`config.mk`:
```
export PLATFORM = sky130hd
export DESIGN_NAME = id_front_stage_flat
export DESIGN_NICKNAME = d
export VERILOG_FILES = /design/src/rtl/id_front_stage_if.sv /design/src/rtl/id_front_stage.sv /design/src/flat_wrapper.sv
export SDC_FILE = /design/constraint.sdc
export NUM_CORES = 2
export LEC_CHECK = 0
export CORE_MARGIN = 2
export CORE_UTILIZATION = 35
export DETAILED_ROUTE_END_ITERATION = 12
export PLACE_DENSITY = 0.62
export SETUP_SLACK_MARGIN = 0.5
export SLEW_MARGIN = 20
export SYNTH_ARGS = -nofsm -noshare
export SYNTH_HDL_FRONTEND = slang
export SYNTH_SLANG_ARGS = --single-unit
```
`constraint.sdc`:
```
create_clock -name clk -period 8.16 [get_ports clk]
set_clock_uncertainty 0.1 [all_clocks]
set_input_delay 0.816 -clock clk [delete_from_list [all_inputs] [get_ports clk]]
set_output_delay 0.816 -clock clk [all_outputs]
set_load 0.02 [all_outputs]
```
`src/rtl/id_front_stage_if.sv`:
```
// IF/ID front-stage bundle: stall/flush control, IF slot, SRAM word, forwarding channels,
// EX load info in; decoded ID slot, forwarded operands, interlock and redirect out.
interface id_front_stage_if #(
  parameter int FWD_CH  = 3,
  parameter int STALL_W = 6
);
  logic [STALL_W-1:0]  stall;
  logic                flush;
  logic                if_ce;
  logic [31:0]         if_pc;
  logic [31:0]         inst_sram_rdata;
  logic [FWD_CH-1:0]   fwd_we;
  logic [5*FWD_CH-1:0] fwd_waddr;
  logic [32*FWD_CH-1:0] fwd_wdata;
  logic                ex_is_load;
  logic [4:0]          ex_load_waddr;

  logic                id_valid;
  logic [31:0]         id_pc;
  logic [31:0]         id_inst;
  logic [31:0]         rdata1;
  logic [31:0]         rdata2;
  logic                stallreq;
  logic                br_taken;
  logic [31:0]         br_target;

  modport master (
    output stall, flush, if_ce, if_pc, inst_sram_rdata,
    output fwd_we, fwd_waddr, fwd_wdata, ex_is_load, ex_load_waddr,
    input  id_valid, id_pc, id_inst, rdata1, rdata2, stallreq, br_taken, br_target
  );

  modport slave (
    input  stall, flush, if_ce, if_pc, inst_sram_rdata,
    input  fwd_we, fwd_waddr, fwd_wdata, ex_is_load, ex_load_waddr,
    output id_valid, id_pc, id_inst, rdata1, rdata2, stallreq, br_taken, br_target
  );
endinterface

```
`src/rtl/id_front_stage.sv`:
```
// MIPS ID front half: IF/ID register with SRAM word hold, forwarded regfile, load-use interlock, branch resolve.
// Latency 1 cycle from IF; outputs combinational from ID state. Backpressure via stall vector; stallreq on load-use.
module id_front_stage #(
  parameter int FWD_CH  = 3,
  parameter int STALL_W = 6
) (
  input  logic              clk,
  input  logic              rst,
  id_front_stage_if.slave   bus
);
  localparam logic [5:0] OP_SPECIAL = 6'h00, OP_REGIMM = 6'h01, OP_J    = 6'h02, OP_JAL  = 6'h03;
  localparam logic [5:0] OP_BEQ     = 6'h04, OP_BNE    = 6'h05, OP_BLEZ = 6'h06, OP_BGTZ = 6'h07;
  localparam logic [5:0] OP_LUI     = 6'h0F, OP_SB     = 6'h28, OP_SH   = 6'h29, OP_SW   = 6'h2B;
  localparam logic [5:0] FN_JR      = 6'h08, FN_JALR   = 6'h09;
  localparam logic [4:0] RI_BLTZ    = 5'h00, RI_BGEZ   = 5'h01, RI_BLTZAL = 5'h10, RI_BGEZAL = 5'h11;

  logic [STALL_W-1:0] stall_v;
  logic               stall_unused;
  logic               stall_ifid, stall_id;
  logic               id_valid;
  logic [31:0]        id_pc, hold_inst, raw, inst;
  logic               hold_v;
  logic [31:0]        rf [32];

  assign stall_v      = bus.stall;
  assign stall_ifid   = stall_v[1];
  assign stall_id     = stall_v[2];
  assign stall_unused = ^{stall_v[STALL_W-1:3], stall_v[0]};

  always_ff @(posedge clk or negedge rst) begin
    if (!rst) begin
      id_valid  <= 1'b0;
      id_pc     <= '0;
      hold_v    <= 1'b0;
      hold_inst <= '0;
    end else if (bus.flush) begin
      id_valid <= 1'b0;
      hold_v   <= 1'b0;
    end else if (stall_ifid && !stall_id) begin
      id_valid <= 1'b0;
      hold_v   <= 1'b0;
    end else if (!stall_ifid) begin
      id_valid <= bus.if_ce;
      id_pc    <= bus.if_pc;
      hold_v   <= 1'b0;
    end else if (id_valid && !hold_v) begin
      // SRAM output is only valid the cycle after fetch; latch it for the rest of the stall
      hold_inst <= bus.inst_sram_rdata;
      hold_v    <= 1'b1;
    end
  end

  assign raw  = hold_v ? hold_inst : bus.inst_sram_rdata;
  assign inst = id_valid ? raw : 32'h0;

  logic [5:0]  opcode, funct;
  logic [4:0]  rs, rt;
  logic [15:0] imm;
  assign opcode = inst[31:26];
  assign rs     = inst[25:21];
  assign rt     = inst[20:16];
  assign imm    = inst[15:0];
  assign funct  = inst[5:0];

  always_ff @(posedge clk or negedge rst) begin
    if (!rst) begin
      for (int i = 0; i < 32; i++) rf[i] <= '0;
    end else if (bus.fwd_we[FWD_CH-1] && bus.fwd_waddr[5*(FWD_CH-1) +: 5] != 5'd0) begin
      rf[bus.fwd_waddr[5*(FWD_CH-1) +: 5]] <= bus.fwd_wdata[32*(FWD_CH-1) +: 32];
    end
  end

  logic [31:0] op1, op2;
  // Scan oldest to youngest so the lowest-index match overwrites the rest
  always_comb begin
    op1 = rf[rs];
    op2 = rf[rt];
    for (int k = FWD_CH - 1; k >= 0; k--) begin
      if (bus.fwd_we[k] && bus.fwd_waddr[5*k +: 5] == rs) op1 = bus.fwd_wdata[32*k +: 32];
      if (bus.fwd_we[k] && bus.fwd_waddr[5*k +: 5] == rt) op2 = bus.fwd_wdata[32*k +: 32];
    end
    if (rs == 5'd0) op1 = '0;
    if (rt == 5'd0) op2 = '0;
  end

  logic uses_rs, uses_rt, stallreq;
  assign uses_rs  = id_valid && !(opcode == OP_J || opcode == OP_JAL || opcode == OP_LUI);
  assign uses_rt  = id_valid && (opcode == OP_SPECIAL || opcode == OP_BEQ || opcode == OP_BNE ||
                                 opcode == OP_SB || opcode == OP_SH || opcode == OP_SW);
  assign stallreq = bus.ex_is_load && bus.ex_load_waddr != 5'd0 &&
                    ((uses_rs && bus.ex_load_waddr == rs) || (uses_rt && bus.ex_load_waddr == rt));

  logic [31:0] pc4, boff, tgt;
  logic        cond, taken;
  assign pc4  = id_pc + 32'd4;
  assign boff = pc4 + {{14{imm[15]}}, imm, 2'b00};

  always_comb begin
    cond = 1'b0;
    tgt  = boff;
    case (opcode)
      OP_SPECIAL: if (funct == FN_JR || funct == FN_JALR) begin
        cond = 1'b1;
        tgt  = op1;
      end
      OP_REGIMM: case (rt)
        RI_BLTZ, RI_BLTZAL: cond = op1[31];
        RI_BGEZ, RI_BGEZAL: cond = ~op1[31];
        default:            cond = 1'b0;
      endcase
      OP_J, OP_JAL: begin
        cond = 1'b1;
        tgt  = {id_pc[31:28], inst[25:0], 2'b00};
      end
      OP_BEQ:  cond = (op1 == op2);
      OP_BNE:  cond = (op1 != op2);
      OP_BLEZ: cond = op1[31] || (op1 == 32'h0);
      OP_BGTZ: cond = !op1[31] && (op1 != 32'h0);
      default: cond = 1'b0;
    endcase
  end

  assign taken = id_valid && !stallreq && cond;

  assign bus.id_valid  = id_valid;
  assign bus.id_pc     = id_pc;
  assign bus.id_inst   = inst;
  assign bus.rdata1    = op1;
  assign bus.rdata2    = op2;
  assign bus.stallreq  = stallreq;
  assign bus.br_taken  = taken;
  assign bus.br_target = taken ? tgt : 32'h0;
endmodule

```
`src/flat_wrapper.sv`:
```
// flat-port wrapper written by rule: the top's interface ports become plain ports
module id_front_stage_flat 
#(
  parameter int FWD_CH  = 3,
  parameter int STALL_W = 6
)
  (clk, rst, bus_stall, bus_flush, bus_if_ce, bus_if_pc, bus_inst_sram_rdata, bus_fwd_we, bus_fwd_waddr, bus_fwd_wdata, bus_ex_is_load, bus_ex_load_waddr, bus_id_valid, bus_id_pc, bus_id_inst, bus_rdata1, bus_rdata2, bus_stallreq, bus_br_taken, bus_br_target);
  id_front_stage_if #(.FWD_CH(FWD_CH), .STALL_W(STALL_W)) bus_i ();
  input  logic clk;
  input  logic rst;
  input wire logic [$bits(bus_i.stall)-1:0] bus_stall;
  input wire logic [$bits(bus_i.flush)-1:0] bus_flush;
  input wire logic [$bits(bus_i.if_ce)-1:0] bus_if_ce;
  input wire logic [$bits(bus_i.if_pc)-1:0] bus_if_pc;
  input wire logic [$bits(bus_i.inst_sram_rdata)-1:0] bus_inst_sram_rdata;
  input wire logic [$bits(bus_i.fwd_we)-1:0] bus_fwd_we;
  input wire logic [$bits(bus_i.fwd_waddr)-1:0] bus_fwd_waddr;
  input wire logic [$bits(bus_i.fwd_wdata)-1:0] bus_fwd_wdata;
  input wire logic [$bits(bus_i.ex_is_load)-1:0] bus_ex_is_load;
  input wire logic [$bits(bus_i.ex_load_waddr)-1:0] bus_ex_load_waddr;
  output wire logic [$bits(bus_i.id_valid)-1:0] bus_id_valid;
  output wire logic [$bits(bus_i.id_pc)-1:0] bus_id_pc;
  output wire logic [$bits(bus_i.id_inst)-1:0] bus_id_inst;
  output wire logic [$bits(bus_i.rdata1)-1:0] bus_rdata1;
  output wire logic [$bits(bus_i.rdata2)-1:0] bus_rdata2;
  output wire logic [$bits(bus_i.stallreq)-1:0] bus_stallreq;
  output wire logic [$bits(bus_i.br_taken)-1:0] bus_br_taken;
  output wire logic [$bits(bus_i.br_target)-1:0] bus_br_target;
  assign bus_i.stall = bus_stall;
  assign bus_i.flush = bus_flush;
  assign bus_i.if_ce = bus_if_ce;
  assign bus_i.if_pc = bus_if_pc;
  assign bus_i.inst_sram_rdata = bus_inst_sram_rdata;
  assign bus_i.fwd_we = bus_fwd_we;
  assign bus_i.fwd_waddr = bus_fwd_waddr;
  assign bus_i.fwd_wdata = bus_fwd_wdata;
  assign bus_i.ex_is_load = bus_ex_is_load;
  assign bus_i.ex_load_waddr = bus_ex_load_waddr;
  assign bus_id_valid = bus_i.id_valid;
  assign bus_id_pc = bus_i.id_pc;
  assign bus_id_inst = bus_i.id_inst;
  assign bus_rdata1 = bus_i.rdata1;
  assign bus_rdata2 = bus_i.rdata2;
  assign bus_stallreq = bus_i.stallreq;
  assign bus_br_taken = bus_i.br_taken;
  assign bus_br_target = bus_i.br_target;
  id_front_stage #(.FWD_CH(FWD_CH), .STALL_W(STALL_W)) u_core (.clk(clk), .rst(rst), .bus(bus_i));
endmodule
```
==> run summary <==
Relative to the synthesized area, the layout overhead comes to 21.5%. The complex-gate fraction of the synthesized area was 0.125. The slew at the pin closest to its max-slew limit is 1260 ps. For this design the static power due to leakage is between 0.03 and 0.04 uW. The die outline height is between 400 and 500 microns.

Hold repair after CTS inserted 0 buffers. The Yosys step of the flow raised 0 warnings. The total DRC errors in the routed layout came out at 0. Setup total negative slack on the finished layout was measured at 0 ps. The switching portion of total power is 0.307. The cell count of the worst reg-to-reg path is 4. Setup repair after global routing could not meet its margin everywhere.

The first global-routing pass estimated between 400000 and 500000 microns of wire. After clock tree synthesis, the clock-pin slew on the worst setup and hold paths is 60 ps. The flip-flop and latch area is approximately 27000 sq um. Among all cell types in the netlist, the one instantiated most often is dfrtp_1. The per-cell via count in the routed design is ~6.7. The synthesized net count is ~6200. The count of different cell masters after synthesis is 94.

The floorplan has roughly 160 rows. Counting every sink on the clock net gives between 1000 and 1500. The cell area power density is roughly 210 nW/um^2. The most common cell type on the critical path is buf_4. The pre-CTS worst setup slack is -640 ps. The H-tree generated during clock tree synthesis spans 3 levels. The relative contribution of combinational cells to total power is 0.217.

The weighted congestion reported at the end of routability-driven placement came out at between 1 and 1.5. Among all flip-flop cells after synthesis, the most frequent one is dfrtp_1. The count of flip-flops with a built-in enable after synthesis is 0. The number of cells on the critical path came out at 19.

The run finished, with violations left. TritonCTS built the clock tree. The final-stage net count came out at 6618. The instance count of the mapped netlist came out at between 5000 and 6000.

The share of post-route cells with drive strength above 1 is 0.323. The switching power total is roughly 5100 uW. The clock network fraction of design power is 0.346. The cell sitting at the root of the clock tree is a clkbuf_16. The signal on the critical path passes through buf_16 -> nand2_8 -> inv_16 -> buf_12 -> mux2i_1 -> o22ai_1 -> a2111oi_1 -> o22a_1 -> a21oi_1 -> xnor2_1 -> nand4_1 -> nor4_1 -> or4b_4 -> mux2i_4 -> buf_4 -> nor3_4 -> buf_4 -> nor3_1 -> dlygate4sd2_1. The largest individual stage delay along the critical path comes from the cell dfrtp_4. The fill cell instance count of the final layout came out at 17100. The arrival time reported for the critical path endpoint is 6810 ps. The buffer levels on the longest clock path is 3.

The smallest clock period supported by the final layout is computed as between 7000 and 8000 ps. The number of antenna violations at the first check in global routing was 27. Of the total synthesized cell area, the portion taken by AND, OR, NAND and NOR gates is 0.103.

The core region is 182000 sq um. The biggest area contributor in the post-synthesis netlist is dfrtp_1. The HPWL reported at the end of detailed placement is 202000 microns. The die area is roughly 190000 sq um. For this configuration, the core starts out at a cell density of 0.351. The global-route congestion overflow total is 0. The boundary pin count is 357. The mean cell area of the mapped netlist is ~11 sq um. The xor-xnor portion of the synthesized cell area is 0.0108. After synthesis, the largest family of logic cells by area is multiplexers. The cell-internal power came out at around 11000 uW. Dividing the detail-routed wire length by the instance count gives 36.8 microns. The largest net degree at the start of global routing is between 150 and 200. The max-slew violation count came to 0. The later-pin clock latency in the skew report came out at around 790 ps. The wire length after detailed routing came out at around 330000 microns. The number of DRC markers in iteration 0 is slightly above 9000. The number of iterations in the first detailed-routing pass came out at 8. The worst setup margin is between 400 and 500 ps. The final reports fail on hold timing. The overall track demand over capacity in global routing is 0.337. The startpoint of the most critical register-to-register path is u_core.bus.id_valid.

The worst setup path is captured at a primary output. The post-synthesis instance area came out at between 60000 and 70000 sq um. The highest clock frequency the design can meet came out at 0.129 GHz. The port buffer count came out at between 300 and 400. In the final layout, the multi-input gates occupy 35000 sq um.

The maximum fanout along the worst path came out at 20. The critical path startpoint category is a flop. Dividing the final minimum period by the clock period gives 0.946. The horizontal die dimension came out at 432 microns.

The count of buffering cells on the critical path with inverters included came out at 6. The post-synthesis adder-cell area fraction came out at 0.0114. The total count of hold-check failures in the final report came to 1. The tightest min-delay check is of the in2async type. By count the netlist is led by 1090 x dfrtp_1, 1061 x mux2_2, 722 x nand2_1.

The tool flagged a number of max-cap violations equal to 0. The setup violation total in the final timing report is 0. The number of global-route vias before repair is 55700.

STA puts the critical path data required time at 7240 ps. The share of the synthesized area in the top cell type is 0.425. The design draws 16600 uW. In this design, the largest share of critical-path delay is due to simple AND/OR/NAND/NOR gates. The worst vdd rail ir drop is between 0.15 and 0.2 mV.

The critical path in this run is classified as reg2out. The share of power burned in registers came out at 0.436. The worst pin sits at a relative slew slack of 0.158. The count of antenna-violating nets left after detailed routing is 0. Summing over every cut layer, the via total after detailed routing is about 59000.

After synthesis, the share of flip-flops with an asynchronous set or reset is 1.00. The clock buffer count from CTS is ~120. Sorting the synthesized cells by area gives the leading types as dfrtp_1 43%, mux2_2 19%, mux4_2 4.8%. Counting flops and latches in the post-synthesis netlist gives between 1000 and 1500. The multiplexer share of the synthesized area is 0.283. Across all hold checks on the routed design, the worst slack comes to -2.42 ps. The maximum cell stage delay along the critical path is 580 ps. The most critical setup path has its startpoint at u_core.bus.id_valid. The sequential element share of the synthesized area is 0.425.
final timing paths:
kind | end | slack [ps]
worst max-delay path | bus_br_target[3] | 440
min in group clk | u_core.rf[1000] | 290
worst max register to register | u_core.hold_inst[5] | 5920
worst min register to register | u_core.rf[1000] | 290
worst min-delay path | u_core.rf[283] | -2
max in group asynchronous | u_core.rf[510] | 5920
cells in the final DEF (no fill, tap or decap), drive strengths merged, types with 110 or more instances in the layout:
cell type / count
a211oi: 124
a21oi: 309
a22oi: 110
and3: 124
buf: 497
clkbuf: 170
clkdlybuf4s50: 305
dfrtp: 1090
mux2: 1065
mux2i: 300
mux4: 138
nand2: 728
nand3: 198
nor2: 148
o21ai: 152
routing by layer:
metal / GRT usage / part of all wire
met3: 0.111 / 0.13
met2: 0.486 / 0.42
met1: 0.409 / 0.36
met4: 0.278 / 0.098
met5: 0 / 0.00044
area by class of cell:
cell class,instances,area share
antenna,24,0.000771
clock buffer,158,0.0430
clock inverter,54,0.00856
inverter,41,0.00275
multi-input combinational,4275,0.449
sequential,1090,0.350
tap,2385,0.0383
timing repair buffer,839,0.107
timing repair inverter,3,0.000466
cell families after synthesis:
kind of cell | count (synthesis)
buf+inv | 633
flops | 1090
xor+xnor | 79
mux | 1503
simple gates | 1436
fa+ha+maj | 58
compound gates | 1197
flip-flops by register name, summed over array words and instances (netlist names):
signal               cells
u_core.bus.id_pc        32
u_core.bus.id_valid      1
u_core.hold_inst        32
u_core.hold_v            1
u_core.rf             1024
what timing repair did:
item | 4_1_cts | 5_1_grt
setup endpoints to repair | 33 | 33
hold endpoints to repair | 0 | 0
gates cloned | 11 | 3
buffers inserted | 43 | 7
resized for setup | 130 | 89
pin swaps | 9 | 8
power by group through the flow:
stage	clock network (uW)	logic [uW]	registers [uW]
after floorplan	0	2210	7060
after global placement	0	3370	7200
after detailed placement	0	3430	7270
after CTS	5750	3510	7180
after global routing	5960	3790	7330
final	5740	3610	7230
metrics by stage:
stage / utilization / cell area (sq um) / hold WS (ps) / instances
CTS: 0.425 / 77600 / 9.48 / 8834
finish: 0.427 / 77900 / -2.42 / 8869
global placement: 0.397 / 72500 / 281 / 8568
detailed placement: 0.397 / 72500 / 282 / 8568
floorplan: - / 64100 / 339 / 5996
global route: 0.427 / 77900 / 53.1 / 8850
Note: power is estimated with default switching activity, not from simulation.
